$ cat src/rtl/taylor_term_gen_if.sv
// rtl/taylor_term_gen_if.sv - init/argument inputs and term/count outputs of the Taylor term generator.
interface taylor_term_gen_if;
  logic        init;
  logic [1:0]  MOD;
  logic [15:0] x;
  logic [15:0] term;
  logic [2:0]  count;
  logic        Done;
  logic        co;
  logic        busy;

  modport master (output init, MOD, x, input term, count, Done, co, busy);
  modport slave  (input init, MOD, x, output term, count, Done, co, busy);
endinterface

$ cat src/rtl/taylor_term_gen.sv
// rtl/taylor_term_gen.sv - serial generator of Q2.14 Taylor terms x^k/k!, k = 0..7.
// Optional macro TAYLOR_SIGN_ALT_EN: negate emitted terms of cos/sin when k mod 4 is 2 or 3.
module taylor_term_gen (
  input  logic            clk,
  input  logic            rst,
  taylor_term_gen_if.slave bus
);

  typedef enum logic [2:0] {IDLE, LOAD0, MULX, MULR, EMIT} state_t;

  state_t      state, state_nx;
  logic [15:0] x_q;
  logic [1:0]  mod_q;
  logic [15:0] acc_mag;
  logic        acc_sign;
  logic [15:0] mcand;
  logic [31:0] prod;
  logic [3:0]  step;
  logic [15:0] term_q;
  logic [2:0]  count_q;
  logic        done_q;
  logic        busy_c;

  logic [16:0] sum;
  logic [31:0] prod_nx;
  logic        last_step;
  logic [2:0]  k_nx;
  logic [15:0] recip;
  logic [15:0] x_mag;
  logic [15:0] mulx_mag;
  logic [15:0] mulr_mag;
  logic        mulx_sign;
  logic        alt;
  logic        emit_sign;
  logic [15:0] emit_val;

`ifndef TAYLOR_SIGN_ALT_EN
  logic unused_mod;
  assign unused_mod = ^mod_q;
`endif

  // Shift-add step: multiplier sits in prod[15:0], partial product grows from the top.
  always_comb begin
    sum       = {1'b0, prod[31:16]} + (prod[0] ? {1'b0, mcand} : 17'd0);
    prod_nx   = {sum, prod[15:1]};
    last_step = (step == 4'd15);
    k_nx      = count_q + 3'd1;
    x_mag     = x_q[15] ? (~x_q + 16'd1) : x_q;
    mulx_mag  = prod_nx[29:14];
    mulr_mag  = prod_nx[31:16];
    mulx_sign = (mulx_mag != 16'd0) && (acc_sign ^ x_q[15]);
    case (k_nx)
      3'd2:    recip = 16'h8000;
      3'd3:    recip = 16'h5555;
      3'd4:    recip = 16'h4000;
      3'd5:    recip = 16'h3333;
      3'd6:    recip = 16'h2AAB;
      3'd7:    recip = 16'h2492;
      default: recip = 16'h0000;
    endcase
`ifdef TAYLOR_SIGN_ALT_EN
    alt = (mod_q != 2'd0) && k_nx[1];
`else
    alt = 1'b0;
`endif
    emit_sign = acc_sign ^ alt;
    emit_val  = (emit_sign && (acc_mag != 16'd0)) ? (~acc_mag + 16'd1) : acc_mag;
  end

  always_ff @(posedge clk or negedge rst) begin
    if (!rst) state <= IDLE;
    else      state <= state_nx;
  end

  always_comb begin
    state_nx = state;
    busy_c   = 1'b0;
    case (state)
      IDLE:  state_nx = IDLE;
      LOAD0: state_nx = MULX;
      MULX: begin
        busy_c = 1'b1;
        if (last_step) state_nx = (k_nx == 3'd1) ? EMIT : MULR;
      end
      MULR: begin
        busy_c = 1'b1;
        if (last_step) state_nx = EMIT;
      end
      EMIT:    state_nx = (k_nx == 3'd7) ? IDLE : MULX;
      default: state_nx = IDLE;
    endcase
    // A restart wins over everything, including an in-flight term.
    if (bus.init) state_nx = LOAD0;
  end

  always_ff @(posedge clk or negedge rst) begin
    if (!rst) begin
      x_q      <= 16'd0;
      mod_q    <= 2'd0;
      acc_mag  <= 16'd0;
      acc_sign <= 1'b0;
      mcand    <= 16'd0;
      prod     <= 32'd0;
      step     <= 4'd0;
      term_q   <= 16'd0;
      count_q  <= 3'd0;
      done_q   <= 1'b0;
    end else begin
      done_q <= 1'b0;
      if (bus.init) begin
        x_q   <= bus.x;
        mod_q <= bus.MOD;
      end else begin
        case (state)
          LOAD0: begin
            term_q   <= 16'h4000;
            count_q  <= 3'd0;
            done_q   <= 1'b1;
            acc_mag  <= 16'h4000;
            acc_sign <= 1'b0;
            mcand    <= 16'h4000;
            prod     <= {16'd0, x_mag};
            step     <= 4'd0;
          end
          MULX: begin
            prod <= prod_nx;
            step <= step + 4'd1;
            if (last_step) begin
              acc_mag  <= mulx_mag;
              acc_sign <= mulx_sign;
              mcand    <= mulx_mag;
              prod     <= {16'd0, recip};
            end
          end
          MULR: begin
            prod <= prod_nx;
            step <= step + 4'd1;
            if (last_step) begin
              acc_mag <= mulr_mag;
              if (mulr_mag == 16'd0) acc_sign <= 1'b0;
            end
          end
          EMIT: begin
            term_q  <= emit_val;
            count_q <= k_nx;
            done_q  <= 1'b1;
            mcand   <= acc_mag;
            prod    <= {16'd0, x_mag};
            step    <= 4'd0;
          end
          default: ;
        endcase
      end
    end
  end

  assign bus.term  = term_q;
  assign bus.count = count_q;
  assign bus.Done  = done_q;
  assign bus.co    = (count_q == 3'd7);
  assign bus.busy  = busy_c;

endmodule

$ cat src/flat_wrapper.sv
// flat-port wrapper written by rule: the top's interface ports become plain ports
module taylor_term_gen_flat 
  (clk, rst, bus_init, bus_MOD, bus_x, bus_term, bus_count, bus_Done, bus_co, bus_busy);
  taylor_term_gen_if bus_i ();
  input  logic clk;
  input  logic rst;
  input wire logic [$bits(bus_i.init)-1:0] bus_init;
  input wire logic [$bits(bus_i.MOD)-1:0] bus_MOD;
  input wire logic [$bits(bus_i.x)-1:0] bus_x;
  output wire logic [$bits(bus_i.term)-1:0] bus_term;
  output wire logic [$bits(bus_i.count)-1:0] bus_count;
  output wire logic [$bits(bus_i.Done)-1:0] bus_Done;
  output wire logic [$bits(bus_i.co)-1:0] bus_co;
  output wire logic [$bits(bus_i.busy)-1:0] bus_busy;
  assign bus_i.init = bus_init;
  assign bus_i.MOD = bus_MOD;
  assign bus_i.x = bus_x;
  assign bus_term = bus_i.term;
  assign bus_count = bus_i.count;
  assign bus_Done = bus_i.Done;
  assign bus_co = bus_i.co;
  assign bus_busy = bus_i.busy;
  taylor_term_gen u_core (.clk(clk), .rst(rst), .bus(bus_i));
endmodule
$ cat config.mk
export PLATFORM = sky130hd
export DESIGN_NAME = taylor_term_gen_flat
export DESIGN_NICKNAME = d
export VERILOG_FILES = /design/src/rtl/taylor_term_gen_if.sv /design/src/rtl/taylor_term_gen.sv /design/src/flat_wrapper.sv
export SDC_FILE = /design/constraint.sdc
export NUM_CORES = 1
export LEC_CHECK = 0
export CAP_MARGIN = 20
export CORE_AREA = 3 3 105 107
export DETAILED_ROUTE_END_ITERATION = 16
export DIE_AREA = 0 0 108 110
export PLACE_DENSITY_LB_ADDON = 0.3
export RECOVER_POWER = 25
export SYNTH_ARGS = -nofsm -noshare
export SYNTH_HDL_FRONTEND = slang
export SYNTH_SLANG_ARGS = --single-unit
$ cat constraint.sdc
create_clock -name clk -period 9.2 [get_ports clk]
set_input_delay 1.84 -clock clk [delete_from_list [all_inputs] [get_ports clk]]
set_output_delay 1.84 -clock clk [all_outputs]
set_load 0.02 [all_outputs]
==> impl_metrics.ini <==
[layout]
drive_gt1_share_pct = 5.79
finalNonFillerCells = 862
area_growth_syn_to_layout_pct = 9.55
diodes = 0
final_net_count = 769
n_fill_cell = 820

[floorplan]
io_pins = 43
fp.dieH_um = 110
initial_utilization_pct = 62.9
core_mm2 = 0.0102
die_width_um = 108
rows = 37
die_area_mm2 = 0.0119

[synth]
synth_top_area_cell = dfrtp_1
synth-edff-count = 0
syn_area_mm2 = 0.00643
synth_most_common_cell = dfrtp_1
ys_types = 63
synth_top_area_share_pct = 42.0
yosysSeqAreaShare_pct = 42.0
syn_nets = 753
synth_area_per_cell_um2 = 9.12
yosysWarnings = 0
synth.top_cells.by_area = dfrtp_1, o21ai_0, nand2_1
synthFlopType = dfrtp_1
ys_seq_elements = 108
synth_commonest_cells = dfrtp_1, nand2_1, o21ai_0, nor2_1, clkbuf_1
postSynth.asyncResetShare_pct = 100
syn_inst = 705

[placed_design]
dpl.cell_count = 846
globalplace.congestion = 0.913
port_buffers = 40
dp_hpwl_um = 11200

[sta]
finalCriticalPeriod_ns = 5.02
slew_headroom_pct = -47.9
setup_viol = 0
fmax_mhz = 199
worst_pin_slew_ns = 2.22
post-route-period-util_pct = 54.6
finalSetupTns_ns = 0
clock_skew_ns = 0.00897
hold_violations = 0
drv_slew = 42
rsz0062_at_grt = no

[clock_tree]
cts-resized-gates = 0
clk_latency_ns = 0.39
cts_setup_buffers = 0
cts_tree = built
ctsHoldBuffers = 0
clk_pin_slew_ns = 0.10
h-tree-depth = 3
numCtsBuffers = 9
cts-root-buf = clkbuf_8
clockBufferDepth = 2
clock_sinks = 108

[drt]
avgViaCountPerCell = 6.39
ant_nets = 0
firstDrtPassIters = 5
vias = 5507
drc_errors = 0
drt-initial-drc-count = 452
routed_wl_um = 15400
wire_per_inst_um = 17.9

[worst_setup_path]
endpoint = u_core.prod[7]$_DFFE_PN0P_
worst_r2r_path_depth = 10
cp-start-kind = primary input
reg2reg_slack_ns = 5.71
worst_ep_arrival_time_ns = 5.31
crit_required_ns = 9.48
timing.rr.end = u_core.acc_sign$_DFFE_PN0P_
startpoint = bus_init
r2r-start = u_core.prod[0]$_DFFE_PN0P_
path_class = in -> reg
end_kind = flop
crit_fanout = 29

[pwr]
leakage_nw = 3.06
power.density_mw_per_mm2 = 139
peakVddDrop_v = 0.000137

[global_routing]
grtUsageMet1_pct = 33.8
grtUsageTotal_pct = 27.5
grt_max_degree = 69
antenna_found_initial = 0
grt-ovfl-total = 0
grt_pass1_vias = 5328
met2_usage_pct = 48.3
use_met3_pct = 5.07
grt_pass1_wl_um = 25700
grt_busiest_layer = met2

[worst_hold_path]
hold_path.class = reg -> reg

[run_status]
status = finished, violations left
violations = capacitance limit, slew limit

[run]
maxCapViolations = 1
worst min-delay path by stage:
stage                                   start                        endpoint  slack, ns  cells after the start
4_1_cts          u_core.mcand[10]$_DFFE_PN0P_    u_core.mcand[10]$_DFFE_PN0P_       0.49                      2
5_1_grt           u_core.prod[11]$_DFFE_PN0P_     u_core.prod[11]$_DFFE_PN0P_       0.52                      2
2_1_floorplan    u_core.mcand[12]$_DFFE_PN0P_    u_core.mcand[12]$_DFFE_PN0P_       0.44                      2
3_5_place_dp     u_core.mcand[10]$_DFFE_PN0P_    u_core.mcand[10]$_DFFE_PN0P_       0.47                      2
3_3_place_gp   u_core.bus.term[7]$_DFFE_PN0P_  u_core.bus.term[7]$_DFFE_PN0P_       0.46                      2
6_report         u_core.mcand[10]$_DFFE_PN0P_    u_core.mcand[10]$_DFFE_PN0P_       0.48                      2
routing by layer:
metal | wire [µm] | share of wire, % | up-vias
met1 | 6280 | 41 | 2704
met2 | 7790 | 51 | 185
met4 | 497 | 3.2 | 0
met3 | 825 | 5.4 | 41
li1 | - | - | 2577
met5 | 0 | 0 | -
cell usage in the layout, fill, tap and decap left out, types with 4 or more instances in the layout:
cell | netlist | layout
a211o_1 | 4 | 4
a21o_1 | 5 | 5
a21oi_1 | 35 | 35
a221oi_1 | 8 | 8
a22o_1 | 11 | 11
a22oi_1 | 20 | 20
a31oi_1 | 5 | 5
and2_1 | 22 | 22
and3_1 | 10 | 10
clkbuf_8 | 0 | 9
clkdlybuf4s50_1 | 0 | 39
dfrtp_1 | 108 | 108
ha_1 | 26 | 26
inv_1 | 17 | 17
mux2_2 | 16 | 16
mux2i_1 | 12 | 12
nand2_1 | 91 | 91
nand2b_1 | 9 | 9
nand3_1 | 10 | 10
nor2_1 | 46 | 46
nor3_1 | 9 | 9
nor4_1 | 4 | 4
o21ai_0 | 74 | 74
o21ai_1 | 5 | 5
o22ai_1 | 6 | 6
o31ai_1 | 8 | 8
o41ai_1 | 5 | 5
or3_1 | 10 | 10
xnor2_1 | 22 | 22
xor2_1 | 16 | 16
worst max-delay path, stage by stage:
cell,delay [ns]
clkdlybuf4s50_1,1.12
or3_1,0.76
clkinv_1,0.53
nor2_1,0.33
buf_4,0.37
a21oi_1,0.07
a221o_1,0.26
state kept, by name, summed over array words and instances, names as in the netlist:
| signal | count |
|---|---|
| u_core.acc_mag | 16 |
| u_core.acc_sign | 1 |
| u_core.bus.Done | 1 |
| u_core.bus.count | 3 |
| u_core.bus.term | 16 |
| u_core.mcand | 16 |
| u_core.prod | 32 |
| u_core.state | 3 |
| u_core.step | 4 |
| u_core.x_q | 16 |
cell families after synthesis:
logic type      Yosys count  share of synthesized area [%]
fa+ha+maj                27                           5.37
xor+xnor                 38                           5.17
simple gates            233                           17.5
mux                      28                           4.67
compound gates          215                           21.9
flops                   108                           42.0
buf+inv                  56                           3.31
power by group:
group | leakage, nW | internal [W] | total (W) | switching, W
Clock | 0.0864 | 0.0000986 | 0.000266 | 0.000167
Sequential | 1.41 | 0.000513 | 0.000554 | 0.0000410
Combinational | 1.56 | 0.0000674 | 0.000159 | 0.0000913
cell type report:
cell class                      count  area [µm²]  area share [%]
Clock inverter                      6        40.0           0.568
Inverter                           18        67.6           0.959
Timing Repair Buffer               43         417            5.91
Multi-Input combinational cell    541        3520            50.0
Sequential cell                   108        2700            38.4
Tap cell                          136         170            2.41
Clock buffer                       10         128            1.81
metrics by stage:
step / cell area, µm² / hold WS (ns) / setup slack, ns / utilization, % / power, W
after floorplan: 6430 / 0.442 / 5.88 / - / 0.000664
after global placement: 6880 / 0.464 / 3.86 / 67.3 / 0.000709
after detailed placement: 6880 / 0.467 / 3.76 / 67.3 / 0.000719
after CTS: 7050 / 0.490 / 4.17 / 68.9 / 0.000982
after global routing: 7050 / 0.524 / 3.92 / 68.9 / 0.00102
final: 7050 / 0.484 / 4.18 / 68.9 / 0.000978
No activity file was read; power rests on OpenSTA's default activity.
